<file path="config.mk">
export PLATFORM = sky130hd
export DESIGN_NAME = pipeline_hazard_ctrl
export DESIGN_NICKNAME = d
export VERILOG_FILES = /design/src/rtl/pipeline_hazard_ctrl.sv
export SDC_FILE = /design/constraint.sdc
export NUM_CORES = 1
export LEC_CHECK = 0
export CORE_MARGIN = 2
export CORE_UTILIZATION = 47
export DETAILED_ROUTE_END_ITERATION = 16
export PLACE_DENSITY = 0.88
export SETUP_SLACK_MARGIN = 0.05
export SKIP_CTS_REPAIR_TIMING = 1
export SLEW_MARGIN = 0
export SYNTH_ARGS = -nofsm -noshare
export SYNTH_HDL_FRONTEND = slang
export SYNTH_SLANG_ARGS = --single-unit
</file>
<file path="constraint.sdc">
create_clock -name clk -period 4.1 [get_ports clk]
set_clock_uncertainty 0.05 [all_clocks]
set_input_delay 0.82 -clock clk [delete_from_list [all_inputs] [get_ports clk]]
set_output_delay 0.82 -clock clk [all_outputs]
set_load 0.1 [all_outputs]
</file>
<file path="src/rtl/pipeline_hazard_ctrl.sv">
// Stall/flush sequencer for the 5-stage pipeline: load-use, taken branch, dmem wait and halt,
// resolved in fixed priority, with saturating stall/flush performance counters.
module pipeline_hazard_ctrl #(
  parameter int FLUSH_CYCLES = 1,
  parameter int CNT_W        = 16
) (
  input  logic             clk,
  input  logic             reset,
  input  logic             id_valid,
  input  logic [4:0]       id_rs1,
  input  logic [4:0]       id_rs2,
  input  logic             id_use_rs1,
  input  logic             id_use_rs2,
  input  logic             idex_memread,
  input  logic [4:0]       idex_rd,
  input  logic             branch_taken,
  input  logic             halt_req,
  input  logic             mem_busy,
  output logic             pc_write,
  output logic             pc_sel,
  output logic             ifid_write,
  output logic             if_flush,
  output logic             idex_bubble,
  output logic             pipe_freeze,
  output logic             halted,
  output logic [CNT_W-1:0] stall_cnt,
  output logic [CNT_W-1:0] flush_cnt
);

  typedef enum logic [1:0] {RUN, FLUSH, MEM_WAIT, HALTED} state_t;

  localparam logic [2:0] FLUSH_LOAD = 3'(FLUSH_CYCLES - 1);

  state_t           state_q, state_d;
  logic [2:0]       fcnt_q, fcnt_d;
  logic [CNT_W-1:0] stall_cnt_q, stall_cnt_d;
  logic [CNT_W-1:0] flush_cnt_q, flush_cnt_d;
  logic             lu_hz, stall_inc, flush_inc;
  logic             pc_write_c, pc_sel_c, ifid_write_c, if_flush_c;
  logic             idex_bubble_c, pipe_freeze_c, halted_c;

  assign lu_hz = idex_memread && (idex_rd != 5'd0) && id_valid &&
                 ((id_use_rs1 && (idex_rd == id_rs1)) || (id_use_rs2 && (idex_rd == id_rs2)));

  always_comb begin
    state_d       = state_q;
    fcnt_d        = fcnt_q;
    stall_inc     = 1'b0;
    flush_inc     = 1'b0;
    pc_write_c    = 1'b1;
    pc_sel_c      = 1'b0;
    ifid_write_c  = 1'b1;
    if_flush_c    = 1'b0;
    idex_bubble_c = 1'b0;
    pipe_freeze_c = 1'b0;
    halted_c      = 1'b0;
    case (state_q)
      // MEM_WAIT with mem_busy low is evaluated exactly like RUN
      RUN, MEM_WAIT: begin
        state_d = RUN;
        if (mem_busy) begin
          pipe_freeze_c = 1'b1;
          pc_write_c    = 1'b0;
          ifid_write_c  = 1'b0;
          stall_inc     = 1'b1;
          state_d       = MEM_WAIT;
        end else if (lu_hz) begin
          pc_write_c    = 1'b0;
          ifid_write_c  = 1'b0;
          idex_bubble_c = 1'b1;
          stall_inc     = 1'b1;
        end else if (id_valid && branch_taken) begin
          pc_sel_c      = 1'b1;
          if_flush_c    = 1'b1;
          idex_bubble_c = 1'b1;
          flush_inc     = 1'b1;
          if (FLUSH_CYCLES > 1) begin
            fcnt_d  = FLUSH_LOAD;
            state_d = FLUSH;
          end
        end else if (id_valid && halt_req) begin
          pc_write_c    = 1'b0;
          ifid_write_c  = 1'b0;
          idex_bubble_c = 1'b1;
          state_d       = HALTED;
        end
      end
      FLUSH: begin
        if (mem_busy) begin
          pipe_freeze_c = 1'b1;
          pc_write_c    = 1'b0;
          ifid_write_c  = 1'b0;
          stall_inc     = 1'b1;
          fcnt_d        = 3'd0;
          state_d       = MEM_WAIT;
        end else begin
          if_flush_c    = 1'b1;
          idex_bubble_c = 1'b1;
          fcnt_d        = fcnt_q - 3'd1;
          if (fcnt_q <= 3'd1) state_d = RUN;
        end
      end
      HALTED: begin
        pc_write_c    = 1'b0;
        ifid_write_c  = 1'b0;
        idex_bubble_c = 1'b1;
        halted_c      = 1'b1;
      end
      default: state_d = RUN;
    endcase
  end

  always_comb begin
    stall_cnt_d = stall_cnt_q;
    flush_cnt_d = flush_cnt_q;
    if (stall_inc && (stall_cnt_q != {CNT_W{1'b1}})) stall_cnt_d = stall_cnt_q + CNT_W'(1);
    if (flush_inc && (flush_cnt_q != {CNT_W{1'b1}})) flush_cnt_d = flush_cnt_q + CNT_W'(1);
  end

  always_ff @(posedge clk or negedge reset) begin
    if (!reset) begin
      state_q     <= RUN;
      fcnt_q      <= 3'd0;
      stall_cnt_q <= '0;
      flush_cnt_q <= '0;
    end else begin
      state_q     <= state_d;
      fcnt_q      <= fcnt_d;
      stall_cnt_q <= stall_cnt_d;
      flush_cnt_q <= flush_cnt_d;
    end
  end

  // While reset is held the pipe is kept empty: IF flushed, ID/EX bubbled, PC frozen
  assign pc_write    = reset ? pc_write_c    : 1'b0;
  assign pc_sel      = reset ? pc_sel_c      : 1'b0;
  assign ifid_write  = reset ? ifid_write_c  : 1'b0;
  assign if_flush    = reset ? if_flush_c    : 1'b1;
  assign idex_bubble = reset ? idex_bubble_c : 1'b1;
  assign pipe_freeze = reset ? pipe_freeze_c : 1'b0;
  assign halted      = reset ? halted_c      : 1'b0;
  assign stall_cnt   = stall_cnt_q;
  assign flush_cnt   = flush_cnt_q;

endmodule

</file>
==> metrics.md <==
| Metric | Value |
|---|---|
| Run status | `complete, no violations` |
| Commonest cells post-synth | `37 x dfrtp_1, 28 x xnor2_1, 17 x nand2_1` |
| Worst-path cell chain | `clkdlybuf4s50_1, or4_4, o211a_1, a21oi_2, o21ai_0, a21oi_4, buf_12` |
| Crit-path max FO | `4` |
| Nets | `298` |
| Register area share after synthesis | `between 40% and 50%` |
| Main synth FF type | `dfrtp_1` |
| RSZ-0062 raised after global routing | `no` |
| Worst reg2reg path endpoint | `stall_cnt[1]` |
| Drc violations | `0` |
| Finish-stage setup viols | `0` |
| Largest net degree at the start of global routing | `33` |
| Total grt overflow | `0` |
| Worst slew pin tran | `0.996 ns` |
| First-pass GRT wire length | `slightly below 8000 um` |
| Period utilisation layout | `a little over nine tenths` |
| Die area | `0.00490 mm^2` |
| Final HPWL DP | `about 3500 um` |
| Drt initial violations | `135` |
| Standard-cell rows | `23` |
| Yosys reg bits | `37` |
| CP startpoint kind | `input port` |
| 1st-pass router iterations | `4` |
| I/O pins | `63` |
| Number of synthesized flops with an enable pin | `0` |
| Max cap viols | `0` |
| Slew headroom | `around 33%` |
| Vias | `1741` |
| Placer congestion estimate | `0.793` |
| Max VDD drop | `865 uV` |
| Critical path's largest stage delay | `0.57 ns` |
| Post-Syn Area | `0.00205 mm^2` |
| Synth cell types | `41` |
| Gr usage total | `19.9%` |
| Post-detailed-route count of antenna-violating nets | `0` |
| Setup TNS Final | `0 ns` |
| Critical path endpoint category | `primary output` |
| Ys async rst share | `100%` |
| Final worst path period need | `just under 4 ns` |
| Most common cell in the netlist | `dfrtp_1` |
| Reg2reg setup slack | `about 1.4 ns` |
| Ant diodes | `0` |
| Input/output buffers | `62` |
| Vias in the first global route | `approximately 1700` |
| Yosys top cell area share | `45.3%` |
| CP Buf/Inv Count | `2` |
| Layout area overhead | `41.0%` |
| Tightest Hold Check Type | `in -> async` |
| Slowest cell on crit path | `or4_4` |
| Die Wd | `about 70 um` |
| Core area | `about 0.0041 mm^2` |
| Syn nets | `234` |
| Critical R2R Launch | `stall_cnt[0]` |
| Clock tree sinks | `37` |
| Clk pin slew, worst setup/hold paths | `about 0.070 ns` |
| CP required | `roughly 3.2 ns` |
| Final Hold Vio Count | `0` |
| Die height | `70.0 um` |
| Num CTS Buffers | `5` |
| Worst setup path class | `in -> out` |
| CP Depth | `7` |
| Dominant cells by area after synthesis | `dfrtp_1 45%, xnor2_1 12%, xor2_1 5.1%, nand4_1 4.3%, nand2_1 3.1%` |
| R2R depth | `6` |
| Cell taking the most area after synthesis | `dfrtp_1` |
| Fill cells | `309` |
| Cell family with most CP delay | `compound AO/OA/AOI/OAI gates` |
| Worst skew pair latency | `about 0.29 ns` |
| Vias per cell | `between 5 and 6` |
| Antenna violations before repair | `0` |
| Post-Syn Area per Cell | `roughly 9.9 um^2` |
| Leakage | `1.27 nW` |
| Arrival time worst endpoint | `approximately 3.0 ns` |
| Layout cells sized above 1 | `between 10% and 20%` |
| Final Util | `70.6%` |
| Starting density of the core | `50.1%` |
| Slew Limit Fails | `0` |
| Post-Syn Instances | `206` |
| Maximum clock insertion buffer count | `2` |
| CTS tree | `yes` |
| Fmax achieved | `0.259 GHz` |
| WL/cell | `14.3 um` |
| Total wire length | `4590 um` |
| Root Buffer | `clkbuf_8` |
| Yosys warnings | `0` |
| Cell Pwr Density | `567 mW/mm^2` |
| CTS H-tree lvls | `2` |
==> metal layers <==
metal | GRT usage (%) | vias to the layer above | share of wire, %
met4 | 5.13 | 0 | 1.3
li1 | - | 843 | -
met1 | 24.6 | 836 | 42
met5 | 0 | - | 0
met3 | 5.77 | 7 | 5.9
met2 | 34.1 | 55 | 51
==> cell type report <==
cell class / instances / area (um^2) / area share (%)
sequential: 37 / 926 / 32.1
clock buffer: 5 / 68.8 / 2.39
inverter: 6 / 22.5 / 0.781
tap: 50 / 62.6 / 2.17
multi-input combinational: 155 / 1060 / 36.6
timing repair buffer: 65 / 683 / 23.7
clock inverter: 3 / 65.1 / 2.25
==> state kept, by name (all words and copies together), names as in the netlist <==
signal / count
fcnt_q: 3
state_q: 2
stall_cnt: 16
flush_cnt: 16
==> kinds of logic (layout without fill, tap and decap cells) <==
| group | after synthesis | in the layout | synth area share, % |
|---|---|---|---|
| mux | 2 | 2 | 1.10 |
| xor+xnor | 40 | 40 | 17.1 |
| compound gates | 20 | 20 | 7.16 |
| buf+inv | 14 | 79 | 3.79 |
| simple gates | 89 | 89 | 23.1 |
| flops | 37 | 37 | 45.3 |
| fa+ha+maj | 4 | 4 | 2.45 |
==> worst register-to-register path: stages (launching register included) <==
cell	delay (ns)
dfrtp_1	0.42
ha_1	0.19
nand3_1	0.14
nor3_1	0.54
a311oi_1	0.22
a21oi_2	0.60
mux2_2	0.41
==> how the worst max path moves through the flow <==
| stage | start | end | slack [ns] |
|---|---|---|---|
| 4_1_cts | idex_rd[1] | ifid_write | 0.12 |
| 5_1_grt | idex_rd[1] | ifid_write | 0.15 |
| 2_1_floorplan | idex_rd[1] | pc_write | 0.18 |
| 6_report | idex_rd[1] | ifid_write | 0.23 |
| 3_3_place_gp | idex_rd[1] | ifid_write | 0.19 |
| 3_5_place_dp | idex_rd[1] | ifid_write | 0.12 |
==> through the flow <==
stage | total power, mW | setup slack, ns | instances | hold WS [ns] | instance area [um^2]
final | 1.64 | 0.232 | 321 | 0.333 | 2890
after global routing | 1.71 | 0.153 | 321 | 0.334 | 2890
after CTS | 1.65 | 0.123 | 321 | 0.338 | 2880
after detailed placement | 1.28 | 0.123 | 313 | 0.436 | 2750
after global placement | 1.26 | 0.194 | 313 | 0.426 | 2750
after floorplan | 1.08 | 0.176 | 206 | 0.421 | 2060
==> placed cells by master (no fill, tap or decap), types with 2 or more instances in the layout <==
cell type and instances:
xor2_1 12, clkdlybuf4s50_1 54, nor3_1 6, a21oi_2 2, ha_1 4, inv_1 6
nand3_1 12, xnor2_1 28, nand4_1 14, nand3b_1 2, clkbuf_8 5, bufinv_16 2
mux2_2 2, buf_12 5, nor2_1 16, buf_4 5, nand2b_1 3, dfrtp_1 37
and3_1 10, o21ai_0 5, nand2_1 17, a21oi_1 2
==> power by group <==
group | total [mW] | internal [mW] | switching, mW
registers | 0.521 | 0.431 | 0.0895
clock network | 0.370 | 0.242 | 0.129
logic | 0.746 | 0.203 | 0.543
(Power assumes the default switching activity.)
